## config.mk

```make
export PLATFORM = sky130hd
export DESIGN_NAME = fetch_unit
export DESIGN_NICKNAME = d
export VERILOG_FILES = /design/src/rtl/fetch_unit_pkg.sv /design/src/rtl/fetch_buffer.sv /design/src/rtl/fetch_unit.sv
export SDC_FILE = /design/constraint.sdc
export NUM_CORES = 1
export LEC_CHECK = 0
export CELL_PAD_IN_SITES_DETAIL_PLACEMENT = 1
export CELL_PAD_IN_SITES_GLOBAL_PLACEMENT = 1
export CORE_UTILIZATION = 43
export DETAILED_ROUTE_END_ITERATION = 12
export PLACE_DENSITY = 0.88
export SLEW_MARGIN = 20
export SYNTH_ARGS = -nofsm -noshare
export SYNTH_HDL_FRONTEND = slang
export SYNTH_HIERARCHICAL = 1
export SYNTH_SLANG_ARGS = --single-unit
```

## constraint.sdc

```tcl
create_clock -name clk -period 7 [get_ports clk]
set_input_delay 0.7 -clock clk [delete_from_list [all_inputs] [get_ports clk]]
set_output_delay 0.7 -clock clk [all_outputs]
set_load 0.01 [all_outputs]
```

## src/rtl/fetch_unit_pkg.sv

```systemverilog
// +----------------------------------------------------------------------------+
// | fetch_unit_pkg : shared state encoding and constants for the fetch unit    |
// | Revision: 1.0                                                              |
// +----------------------------------------------------------------------------+
`default_nettype none

package fetch_unit_pkg;

  typedef enum logic [1:0] {
    ST_IDLE  = 2'd0,
    ST_FETCH = 2'd1,
    ST_TRAP  = 2'd2
  } fetch_state_e;

  localparam int unsigned PC_INCR    = 4;
  localparam int unsigned FIFO_DEPTH = 2;
  localparam int unsigned FIFO_PTR_W = $clog2(FIFO_DEPTH);
  localparam int unsigned FIFO_CNT_W = $clog2(FIFO_DEPTH + 1);

endpackage

`default_nettype wire

```

## src/rtl/fetch_buffer.sv

```systemverilog
// +----------------------------------------------------------------------------+
// | fetch_buffer : small {pc, instr} FIFO between fetch and decode, with flush |
// | Revision: 1.0                                                              |
// +----------------------------------------------------------------------------+
`default_nettype none

module fetch_buffer
  import fetch_unit_pkg::*;
#(
  parameter int unsigned ADDR_W = 10,
  parameter int unsigned DATA_W = 32
) (
  input  logic                  clk,
  input  logic                  rst_n,
  input  logic                  i_push,
  input  logic                  i_pop,
  input  logic                  i_flush,
  input  logic [ADDR_W-1:0]     i_pc,
  input  logic [DATA_W-1:0]     i_instr,
  output logic [ADDR_W-1:0]     o_pc,
  output logic [DATA_W-1:0]     o_instr,
  output logic [FIFO_CNT_W-1:0] o_count
);

  logic [ADDR_W-1:0]     r_pc_mem    [FIFO_DEPTH];
  logic [DATA_W-1:0]     r_instr_mem [FIFO_DEPTH];
  logic [FIFO_PTR_W-1:0] r_wr_ptr;
  logic [FIFO_PTR_W-1:0] r_rd_ptr;
  logic [FIFO_CNT_W-1:0] r_count;
  logic [FIFO_PTR_W-1:0] w_wr_ptr_nxt;
  logic [FIFO_PTR_W-1:0] w_rd_ptr_nxt;

  assign w_wr_ptr_nxt = (r_wr_ptr == FIFO_PTR_W'(FIFO_DEPTH - 1)) ? '0 : r_wr_ptr + FIFO_PTR_W'(1);
  assign w_rd_ptr_nxt = (r_rd_ptr == FIFO_PTR_W'(FIFO_DEPTH - 1)) ? '0 : r_rd_ptr + FIFO_PTR_W'(1);

  // Storage needs no reset: entries are only visible once counted.
  always_ff @(posedge clk) begin
    if (i_push && !i_flush) begin
      r_pc_mem[r_wr_ptr]    <= i_pc;
      r_instr_mem[r_wr_ptr] <= i_instr;
    end
  end

  always_ff @(posedge clk or negedge rst_n) begin
    if (!rst_n) begin
      r_wr_ptr <= '0;
      r_rd_ptr <= '0;
      r_count  <= '0;
    end else if (i_flush) begin
      r_wr_ptr <= '0;
      r_rd_ptr <= '0;
      r_count  <= '0;
    end else begin
      if (i_push) r_wr_ptr <= w_wr_ptr_nxt;
      if (i_pop)  r_rd_ptr <= w_rd_ptr_nxt;
      case ({i_push, i_pop})
        2'b10:   r_count <= r_count + FIFO_CNT_W'(1);
        2'b01:   r_count <= r_count - FIFO_CNT_W'(1);
        default: r_count <= r_count;
      endcase
    end
  end

  assign o_pc    = r_pc_mem[r_rd_ptr];
  assign o_instr = r_instr_mem[r_rd_ptr];
  assign o_count = r_count;

endmodule

`default_nettype wire

```

## src/rtl/fetch_unit.sv

```systemverilog
// +----------------------------------------------------------------------------+
// | fetch_unit : PC sequencer feeding a 2-deep instruction buffer to decode.   |
// | Option macro FETCH_MISALIGN_TRAP_EN: trap on misaligned redirect targets.  |
// | Revision: 1.0                                                              |
// +----------------------------------------------------------------------------+
`default_nettype none

module fetch_unit
  import fetch_unit_pkg::*;
#(
  parameter int unsigned NUMBER_OF_ADDRESS_BITS = 10,
  parameter int unsigned NUMBER_OF_DATA_BITS    = 32,
  parameter int unsigned RESET_PC               = 0
) (
  input  logic                              clk,
  input  logic                              rst_n,
  output logic [NUMBER_OF_ADDRESS_BITS-1:0] rom_addr,
  input  logic [NUMBER_OF_DATA_BITS-1:0]    rom_data,
  input  logic                              redirect_valid,
  input  logic [NUMBER_OF_ADDRESS_BITS-1:0] redirect_pc,
  output logic                              out_valid,
  input  logic                              out_ready,
  output logic [NUMBER_OF_DATA_BITS-1:0]    out_instr,
  output logic [NUMBER_OF_ADDRESS_BITS-1:0] out_pc,
  output logic                              fetch_fault,
  output logic [NUMBER_OF_ADDRESS_BITS-1:0] fault_pc
);

  localparam int unsigned AW = NUMBER_OF_ADDRESS_BITS;
  localparam int unsigned DW = NUMBER_OF_DATA_BITS;

  fetch_state_e          r_state;
  fetch_state_e          w_state_nxt;
  logic [AW-1:0]         r_pc;
  logic [AW-1:0]         w_pc_nxt;
  logic [AW-1:0]         w_target;
  logic                  w_misaligned;
  logic                  w_push;
  logic                  w_pop;
  logic [FIFO_CNT_W-1:0] w_count;

`ifdef FETCH_MISALIGN_TRAP_EN
  assign w_misaligned = (redirect_pc[1:0] != 2'b00);
  assign w_target     = redirect_pc;
`else
  assign w_misaligned = 1'b0;
  assign w_target     = redirect_pc & ~AW'(PC_INCR - 1);
`endif

  assign w_pop = out_valid & out_ready;

  always_comb begin
    w_state_nxt = r_state;
    w_pc_nxt    = r_pc;
    w_push      = 1'b0;
    if (redirect_valid) begin
      w_pc_nxt    = w_target;
      w_state_nxt = w_misaligned ? ST_TRAP : ST_FETCH;
    end else begin
      case (r_state)
        ST_IDLE:  w_state_nxt = ST_FETCH;
        ST_FETCH: begin
          // A pop this cycle frees a slot, so a full buffer can still stream.
          if ((w_count < FIFO_CNT_W'(FIFO_DEPTH)) || w_pop) begin
            w_push   = 1'b1;
            w_pc_nxt = r_pc + AW'(PC_INCR);
          end
        end
        ST_TRAP:  w_state_nxt = ST_TRAP;
        default:  w_state_nxt = ST_IDLE;
      endcase
    end
  end

  always_ff @(posedge clk or negedge rst_n) begin
    if (!rst_n) begin
      r_state <= ST_IDLE;
      r_pc    <= AW'(RESET_PC);
    end else begin
      r_state <= w_state_nxt;
      r_pc    <= w_pc_nxt;
    end
  end

  fetch_buffer #(
    .ADDR_W (AW),
    .DATA_W (DW)
  ) u_fetch_buffer (
    .clk     (clk),
    .rst_n   (rst_n),
    .i_push  (w_push),
    .i_pop   (w_pop & ~redirect_valid),
    .i_flush (redirect_valid),
    .i_pc    (r_pc),
    .i_instr (rom_data),
    .o_pc    (out_pc),
    .o_instr (out_instr),
    .o_count (w_count)
  );

  assign rom_addr  = r_pc;
  assign out_valid = (w_count != '0);

`ifdef FETCH_MISALIGN_TRAP_EN
  logic          r_fetch_fault;
  logic [AW-1:0] r_fault_pc;

  always_ff @(posedge clk or negedge rst_n) begin
    if (!rst_n) begin
      r_fetch_fault <= 1'b0;
      r_fault_pc    <= '0;
    end else if (redirect_valid) begin
      r_fetch_fault <= w_misaligned;
      r_fault_pc    <= w_misaligned ? redirect_pc : '0;
    end
  end

  assign fetch_fault = r_fetch_fault;
  assign fault_pc    = r_fault_pc;
`else
  assign fetch_fault = 1'b0;
  assign fault_pc    = '0;
`endif

endmodule

`default_nettype wire

```

Yosys cells after proc, flatten, opt, wreduce, memory -nomap -nowiden. Memories as Yosys holds them, arrays and structs flattened. Cells that the tools add are included.

Register bits after elaboration: 16. Bits in writable memories: 84. Input port bits: 46. Output and inout bits: 64. Memories kept: 2.

Memory list: u_fetch_buffer.r_instr_mem (depth 2, bits a word 32, read ports 1, clocked after memory_dff 0, write ports 1, line fetch_buffer.sv:26) `logic [DATA_W-1:0] r_instr_mem [FIFO_DEPTH];`; u_fetch_buffer.r_pc_mem (depth 2, bits a word 10, read ports 1, clocked after memory_dff 0, write ports 1, line fetch_buffer.sv:25) `logic [ADDR_W-1:0] r_pc_mem [FIFO_DEPTH];`.

Add/subtract/negate cells: 5. Order comparisons: 1. Equality and inequality tests: 5. Mux-type cells: 18. Bitwise gates (word level): 3. Reductions and logical operators: 11.

Operator list (count): 10-bit two-way mux (3); 1-bit two-way mux (11); 10-bit by 3-bit adder with 10-bit output (second input constant) (1); 2-bit nonzero test (5); 2-bit case mux with 3 select lines (1); 2-bit by 1-bit equality test with 1-bit output (second input constant) (2); 2-bit equality test (second input constant) (2); 2-bit two-way mux (2); 2-bit case mux with 2 select lines (1); 3-bit nonzero test (1); 1-bit adder (second input constant) (2); 2-bit by 1-bit adder with 2-bit output (second input constant) (1); 1-bit bitwise AND (2); 2-bit zero test (1); 2-bit less-than comparator (second input constant) (1); 2-bit != test (second input constant) (1); 2-bit AND reduction (1); 2-bit by 1-bit subtractor with 2-bit output (second input constant) (1); 1-bit logical AND (1); 1-bit zero test (1); 1-bit logical OR (1); 1-bit NOT (1).

Longest topological paths before layout. Gate-level depths: netlist of run 1.

Word-level depth: 9. Gate-level depth with buffers: 6. Gate-level depth less buffers: 5.

Cells and area by module. Netlist of run 1, hierarchy kept.

Modules (own cells, without submodules): fetch_buffer (times used 1, cells each 150, area each 3407.0 um^2); fetch_unit (times used 1, cells each 73, area each 713.2 um^2).

Worst setup path after synthesis of run 1. OpenSTA, ideal clock, no wires.

Path kind: input -> register. Start point: in redirect_valid. End point: mem u_fetch_buffer.r_instr_mem[0][0] (enable). Arrival time: 4727 ps. Data required time: 6497 ps. Slack: 1770 ps. Cell stages on the path: 4. Buffers on the path: 2. Cell sequence: clkbuf_1 clkbuf_1 nor3_1 nor3b_1.

Cells in the longest elaborated chain, start to end: 4. Elaborated cells between the ends (all ways): 5. Those cells by class: mux: 3; reduce/logical: 2.

Ends and longest elaborated chain: start: declaration (line fetch_unit.sv:19) `input logic redirect_valid,`; 1-bit two-way mux (line fetch_unit.sv:56) `if (redirect_valid) begin`; named net w_push (line fetch_unit.sv:38) `logic w_push;`; 1-bit logical AND (line fetch_buffer.sv:38) `if (i_push && !i_flush) begin`; 1-bit two-way mux (line fetch_buffer.sv:38); 1-bit two-way mux (not written as such) (line fetch_buffer.sv:40) `r_instr_mem[r_wr_ptr] <= i_instr;`; end: declaration (line fetch_buffer.sv:26).

The timed path passes the listed nets, and every way through them passes these cells.

Worst setup path after layout of run 1.
Start point: in redirect_valid. End point: mem u_fetch_buffer.r_instr_mem[0][12] (enable).

The elaborated chain is that of the path after synthesis.

==> results.cfg, run 1 <==
[grt]
grt_max_degree = 43
total_routing_usage_gr_pct = 15.6
first_global_vias = 2279
grt_overflow_total = 0
initial_antenna_violation_count = 0
grt_pass1_wl_um = 11600

[die]
fp.dieH_um = 99.9
floorplan.die.width_um = 99.9
placement_rows = 35
initial_core_util_pct = 44.6
fp.coreArea_um2 = 9240
die_area_um2 = 9980
top_level_ports = 110

[clocking]
postCtsResizedCells = 0
ctsHtreeMaxLevel = 3
cts_buffer_depth = 2
cts_inserted_buffers = 9
clk-insertion-delay-late_ns = 0.35
worst_setup_hold_path_clk_slew_ns = 0.10
clock_tree_from_tritoncts = yes
postCtsHoldBufs = 0
cts.sink_count = 98
cts_setup_buffers = 0
clk_root_buf = clkbuf_8

[setup_path]
worst-endpoint-required_ns = 7.02
crit_path_cell_trace = clkdlybuf4s50_1 -> nor3_1 -> nor3b_2 -> buf_4
timing.critical_path.arrival_ns = 3.47
worstPathMaxFanout = 26
ff2ff_path_depth = 4
path_class = input port to flip-flop
startpoint_type = input port
cp_slowest_cell = clkdlybuf4s50_1
critical-path-max-stage-delay_ns = 0.87
cp-end-kind = flip-flop

[detailed_routing]
route.antenna.remaining_nets = 0
drt_pre_antenna_iters = 4
drt-initial-drc-count = 57
post_drt_via_cell_ratio = 4.69
num_vias = 2159
wl_um = 7620
post_detailed_route_drc_marker_count = 0
route.detailed.wl_per_inst_um = 16.6

[power]
power_density_nw_per_um2 = 233
p_total_mw = 1.24
power.ir.vdd_worst_mv = 0.100
power_leakage_nw = 1.91

[yosys]
synth.largest_area_cell = edfxtp_1
postSynth.asyncResetShare_pct = 14.3
synthDistinctLibCells = 35
synth_edf_count = 84
synth_top_area_share_pct = 61.2
synth_seq_area_share_pct = 69.7
syn_avg_cell_area_um2 = 18.5
syn-instance-count = 223
synth_flop_type = edfxtp_1
postSynthRegisterBits = 98
total_number_of_yosys_warnings = 6
netlist_area_before_placement_um2 = 4120
synth.top_cells.by_area = edfxtp_1 (61%), mux2_4 (14%), dfrtp_1 (8.5%), buf_4 (2.4%), xnor2_1 (1.7%)

[place]
dpl.cell_count = 444
gp_congestion = 0.699
io_buffer_count = 94
place_hpwl_um = 5390

[layout]
mostFrequentLayoutCells = clkdlybuf4s50_1 (94), edfxtp_1 (84), mux2_4 (39)
utilization_pct = 57.6
syn2layout_area_growth_pct = 29.2
layout-drive-gt1-share_pct = 21.8
layout_commonest_cell = clkdlybuf4s50_1
final_cell_count_no_fill = 460
final_nets = 373
antenna_cells = 0

[sta]
finalMaxSlewViolations = 0
final_period_minus_worst_setup_slack_ns = 3.45
worst_max_slew_margin_expressed_relative_to_the_limit_pct = 29.7
timing.setup.tns_ns = 0
tightest_slew_ns = 1.05
timing.final.hold_violations = 0
grt_setup_unrepaired = no
timing.final.setup_violations = 0
timing.clock.skew_ns = 0.0118
fmax_mhz = 290
layout_worst_path_cycle_share_pct = 49.3

[worst_hold_path]
min_path_type = flip-flop to flip-flop
worst_hold_path.num_cells = 1

[run]
drv.max_cap_violation_count = 0

[outcome]
status = completed
-- cell type report --
class                   instances  area [µm²]
repair buffers                 97         963
multi-input cells             119        1140
clock buffers                   9         124
well taps                     129         161
flip-flops and latches         98        2870
fillers                       850        3920
inverters                       1        3.75
clock inverters                 7        58.8
-- routing by layer --
metal	wire, µm	global-route usage [%]	vias to the layer above
met4	34	4.41	0
li1	-	-	1007
met5	0	0	-
met3	433	4.25	4
met1	3130	17.9	1082
met2	4030	28.6	66
-- power breakdown --
group	internal (mW)	switching, mW	leakage [nW]
Clock	0.136	0.203	0.0925
Combinational	0.122	0.0837	0.874
Sequential	0.672	0.0241	0.941
-- cell usage after synthesis (2+ instances only) --
library cell and count:
edfxtp_1 84, mux2_4 39, dfrtp_1 14, buf_4 13, nand2_1 9, xnor2_1 8
buf_6 6, nor2_1 5, o21ai_0 5, nor3_1 4, mux2_1 3, o21ai_1 3
and3b_1 2, clkbuf_1 2, mux2i_1 2, nand4_1 2, nor3b_1 2, nor3b_2 2
nor4_4 2
-- worst max-delay path, delay by kind of cell --
family	cells	cell delay [ns]
buf+inv	2	1.31
simple gates	2	1.45
-- cell families after synthesis --
group | after synthesis | synth area share, %
DFF | 98 | 69.7
muxes | 44 | 15.5
and+or+nand+nor | 39 | 7.01
buffers and inverters | 22 | 4.28
AOI/OAI and AO/OA | 9 | 1.15
xor gates and xnor gates | 9 | 1.91
adders and majority gates | 1 | 0.304
other | 1 | 0.0910
-- flip-flops by register name (all words and copies together) (netlist names) --
signal,flops
u_fetch_buffer/r_rd_ptr,1
u_fetch_buffer/r_wr_ptr,1
rom_addr,8
u_fetch_buffer/r_pc_mem,20
r_state,2
u_fetch_buffer/r_instr_mem,64
u_fetch_buffer/o_count,2
-- per-stage QoR --
step	worst slack (ns)	area, µm²	hold slack, ns
after floorplan	1.77	4180	0.404
after global placement	3.24	5140	0.443
after detailed placement	3.12	5140	0.460
after CTS	3.53	5320	0.476
after global routing	3.37	5320	0.497
final	3.55	5320	0.474
-- path summary, 6_finish.rpt --
path / from / slack, ns / endpoint
worst max-delay path: redirect_valid / 3.55 / u_fetch_buffer/r_instr_mem[0][12]
worst min-delay path: r_state[1] / 0.47 / r_state[0]
worst max register to register: r_state[1] / 4.36 / u_fetch_buffer/r_instr_mem[0][12]
worst min register to register: r_state[1] / 0.47 / r_state[0]
max in group asynchronous: rst_n / 5.77 / u_fetch_buffer/r_rd_ptr
min in group asynchronous: rst_n / 0.76 / rom_addr[2]
(Power assumes the default switching activity.)
==> run 2: changes to the inputs <==
- CORE_UTILIZATION: 43 -> 36
- PLACE_DENSITY: 0.88 -> 0.78
- clock period: 7 -> 2.9 ns (I/O delays scaled with it)
==> results.cfg, run 2 (synthesis gave the netlist of run 1 again) <==
[clocking]
cts_buffer_depth = 2
cts.sink_count = 98
ctsHtreeMaxLevel = 3
clock_tree_from_tritoncts = yes
postCtsHoldBufs = 0
worst_setup_hold_path_clk_slew_ns = 0.07
cts_setup_buffers = 0
clk_root_buf = clkbuf_16
clk-insertion-delay-late_ns = 0.33
postCtsResizedCells = 0
cts_inserted_buffers = 9

[sta]
timing.final.setup_violations = 0
grt_setup_unrepaired = no
timing.setup.tns_ns = 0
setup_ws_ns = 0.584
finalMaxSlewViolations = 0
layout_worst_path_cycle_share_pct = 79.9
final_period_minus_worst_setup_slack_ns = 2.32
worst_max_slew_margin_expressed_relative_to_the_limit_pct = 56.0
tightest_slew_ns = 0.658
timing.final.hold_violations = 0
fin_hold_ws_ns = 0.357
timing.clock.skew_ns = 0.00545
fmax_mhz = 432

[grt]
grt.met2_usage_pct = 23.8
initial_antenna_violation_count = 0
grt_overflow_total = 0
grt.met3_usage_pct = 2.93
total_routing_usage_gr_pct = 13.3
grt_pass1_wl_um = 11500
grt_max_degree = 30
grt.met1_usage_pct = 15.0
top_usage_layer = met2
first_global_vias = 2280

[setup_path]
critical-path-max-stage-delay_ns = 0.49
worst_r2r_setup_slack_ns = 0.76
worst-endpoint-required_ns = 2.61
path_class = flip-flop to primary output
worstPathMaxFanout = 29
timing.critical_path.arrival_ns = 2.03
cp-end-kind = primary output
crit_path_start = u_fetch_buffer/r_rd_ptr
worstSetupEndpoint = out_instr[25]
crit_path_cell_trace = buf_4 -> mux2_1 -> clkdlybuf4s50_1
worst_r2r_endpoint = u_fetch_buffer/r_instr_mem[1][29]
ff2ff_path_depth = 4
cp_slowest_cell = clkdlybuf4s50_1
crit-reg2reg-launch = r_state[1]
startpoint_type = flip-flop

[layout]
number_of_flip_flops_in_the_largest_register = 64
final_cell_count_no_fill = 476
layout_commonest_cell = clkdlybuf4s50_1
mostFrequentLayoutCells = clkdlybuf4s50_1 (94), edfxtp_1 (84), mux2_4 (39)
layout-drive-gt1-share_pct = 22.6
antenna_cells = 0
reg_with_most_ffs = u_fetch_buffer/r_instr_mem
final_nets = 378
syn2layout_area_growth_pct = 33.0

[die]
fp.coreArea_um2 = 11000
placement_rows = 38
top_level_ports = 110
die_area_um2 = 11900
initial_core_util_pct = 37.5
floorplan.die.width_um = 109
fp.dieH_um = 109

[place]
dpl.cell_count = 460
place_hpwl_um = 5350
dp_worst_setup_slack_ns = 0.439
io_buffer_count = 94
gp_congestion = 0.636

[power]
power_density_nw_per_um2 = 595
p_total_mw = 3.26
power_leakage_nw = 1.97
power.ir.vdd_worst_mv = 0.225

[detailed_routing]
drt_pre_antenna_iters = 4
route.antenna.remaining_nets = 0
post_drt_via_cell_ratio = 4.55
drt-initial-drc-count = 57
num_vias = 2167
wl_um = 7590
post_detailed_route_drc_marker_count = 0
route.detailed.wl_per_inst_um = 15.9

[worst_hold_path]
min_path_type = input port to asynchronous set/reset pin

[run]
drv.max_cap_violation_count = 0

[outcome]
status = completed
-- run 2: area by class of cell --
type | count | area [µm²]
clock buffer | 9 | 225
fill | 1074 | 5500
multi-input combinational | 119 | 1140
tap | 140 | 175
inverter | 1 | 3.75
timing repair buffer | 102 | 1010
clock inverter | 7 | 46.3
sequential | 98 | 2870
-- run 2: worst max-delay path, delay by kind of cell, from the launching register on --
family	cells	cell delay, ns
buf+inv	2	0.94
mux	1	0.37
flops	1	0.35
-- run 2: how the worst min path moves through the flow --
| stage | startpoint | endpoint | slack (ns) | depth (start not counted) |
|---|---|---|---|---|
| 2_1_floorplan | rst_n | r_state[0] | -0.006 | 0 |
| 3_3_place_gp | r_state[1] | r_state[0] | 0.44 | 1 |
| 3_5_place_dp | r_state[1] | r_state[0] | 0.46 | 1 |
| 4_1_cts | rst_n | rom_addr[2] | 0.37 | 1 |
| 5_1_grt | rst_n | rom_addr[2] | 0.39 | 1 |
| 6_report | rst_n | rom_addr[2] | 0.36 | 1 |
-- run 2: stage by stage --
stage,util [%],cell area [µm²]
finish,49.9,5480
global route,49.9,5480
CTS,49.9,5480
detailed placement,47.4,5210
global placement,47.4,5210
floorplan,-,4190
-- run 2: where the power goes --
part	total [mW]	switching, mW	internal [mW]
Clock	1.08	0.501	0.578
Combinational	0.512	0.208	0.304
Sequential	1.67	0.0518	1.62
Total	3.26	0.760	2.50
-- run 2: metal layers --
metal | wire length (µm) | share of wire, %
met5 | 0 | 0
met4 | 130 | 1.7
met3 | 384 | 5.1
met2 | 4030 | 53
met1 | 3050 | 40
==> run 3: changes to the inputs <==
- clock period: 2.9 -> 2.1 ns (I/O delays scaled with it)
==> results.cfg, run 3 (synthesis gave the netlist of run 1 again) <==
[setup_path]
kind_of_cell_with_the_highest_combined_delay_on_the_critical_path = buffers and inverters
cp_slowest_cell = clkdlybuf4s50_1
cp-end-kind = primary output
path_buf_inv = 2
worst-endpoint-required_ns = 1.89
crit_path_cell_trace = buf_12 -> mux2_1 -> clkdlybuf4s50_1
critical-path-max-stage-delay_ns = 0.48
crit_path_start = u_fetch_buffer/r_rd_ptr
crit-reg2reg-launch = u_fetch_buffer/o_count[1]
ff2ff_path_depth = 6
worst_r2r_endpoint = u_fetch_buffer/o_count[1]
path_class = flip-flop to primary output
timing.critical_path.arrival_ns = 1.80
worst_r2r_setup_slack_ns = 0.42
startpoint_type = flip-flop
worstPathMaxFanout = 27

[layout]
final_design_area_no_fill_um2 = 5510
number_of_flip_flops_in_the_largest_register = 64
syn2layout_area_growth_pct = 33.8
layout_commonest_cell = clkdlybuf4s50_1
mostFrequentLayoutCells = clkdlybuf4s50_1 (94), edfxtp_1 (84), mux2_4 (39)
final_cell_count_no_fill = 476
final_nets = 378
reg_with_most_ffs = u_fetch_buffer/r_instr_mem
layout-drive-gt1-share_pct = 22.0
layout.filler_cells = 1068
utilization_pct = 50.2
antenna_cells = 0

[die]
floorplan.die.width_um = 109
fp.dieH_um = 109
placement_rows = 38
top_level_ports = 110
initial_core_util_pct = 37.5
die_area_um2 = 11900
fp.coreArea_um2 = 11000

[detailed_routing]
post_detailed_route_drc_marker_count = 0
route.antenna.remaining_nets = 0
route.detailed.wl_per_inst_um = 15.3
num_vias = 2130
drt-initial-drc-count = 45
drt_pre_antenna_iters = 4
post_drt_via_cell_ratio = 4.47
wl_um = 7290

[clocking]
clk_root_buf = clkbuf_16
postCtsResizedCells = 1
clk-insertion-delay-late_ns = 0.33
cts_buffer_depth = 2
cts.sink_count = 98
cts_setup_buffers = 0
cts_inserted_buffers = 9
postCtsHoldBufs = 0
worst_setup_hold_path_clk_slew_ns = 0.06
ctsHtreeMaxLevel = 3
clock_tree_from_tritoncts = yes

[place]
dpl.cell_count = 460
place_hpwl_um = 5090
dp_worst_setup_slack_ns = 0.200
gp_congestion = 0.690
io_buffer_count = 94
placed_area_um2 = 5250

[grt]
grt_overflow_total = 0
total_routing_usage_gr_pct = 12.9
initial_antenna_violation_count = 0
grt_max_degree = 43
first_global_vias = 2238
grt_pass1_wl_um = 11100

[outcome]
status = completed

[sta]
grt_setup_unrepaired = no
worst_max_slew_margin_expressed_relative_to_the_limit_pct = 54.8
finalMaxSlewViolations = 0
fmax_mhz = 497
final_period_minus_worst_setup_slack_ns = 2.01
tightest_slew_ns = 0.676
setup_ws_ns = 0.0889
layout_worst_path_cycle_share_pct = 95.8
timing.final.setup_violations = 0
timing.setup.tns_ns = 0
timing.final.hold_violations = 0
timing.clock.skew_ns = 0.00692

[worst_hold_path]
min_path_type = input port to asynchronous set/reset pin

[power]
power.ir.vdd_worst_mv = 0.344
power_leakage_nw = 1.98
power_density_nw_per_um2 = 810

[run]
drv.max_cap_violation_count = 0
-- run 3: stage by stage --
step	power (mW)	hold slack [ns]
floorplan	2.73	-0.0856
global placement	3.06	0.441
detailed placement	3.08	0.462
CTS	4.54	0.306
global route	4.66	0.344
finish	4.47	0.287
-- run 3: worst register-to-register path, delay by kind of cell, from the launching register on --
kind | cells | cell delay (ns)
AND/OR/NAND/NOR | 4 | 0.88
flip-flops | 1 | 0.40
buffers and inverters | 1 | 0.16
AO/OA/AOI/OAI | 1 | 0.14
-- run 3: final cells by class --
| type | count | area (µm²) | share of cell area (%) |
|---|---|---|---|
| Clock buffer | 11 | 233 | 4.22 |
| Multi-Input combinational cell | 119 | 1150 | 20.9 |
| Timing Repair Buffer | 102 | 1040 | 18.9 |
| Inverter | 1 | 3.75 | 0.0681 |
| Sequential cell | 98 | 2870 | 52.1 |
| Tap cell | 140 | 175 | 3.18 |
| Clock inverter | 5 | 31.3 | 0.567 |
-- run 3: per-layer routing --
metal / vias up / track usage (%) / share of wire [%]
met3: 9 / 2.75 / 4.8
met4: 0 / 6.37 / 1.7
met1: 1034 / 14.3 / 41
li1: 1020 / - / -
met2: 67 / 23.4 / 52
met5: - / 0 / 0
-- run 3: where the power goes --
group | internal (mW) | switching (mW) | total [mW]
sequential | 2.24 | 0.0700 | 2.31
clock | 0.797 | 0.645 | 1.44
combinational | 0.428 | 0.288 | 0.716
total | 3.47 | 1.00 | 4.47
-- run 3: worst max path at each step --
stage	to	depth (start not counted)
2_1_floorplan	u_fetch_buffer/r_instr_mem[0][0]	4
6_report	out_instr[30]	3
4_1_cts	out_instr[30]	3
3_3_place_gp	u_fetch_buffer/r_instr_mem[0][17]	5
3_5_place_dp	u_fetch_buffer/o_count[1]	7
5_1_grt	out_instr[30]	3
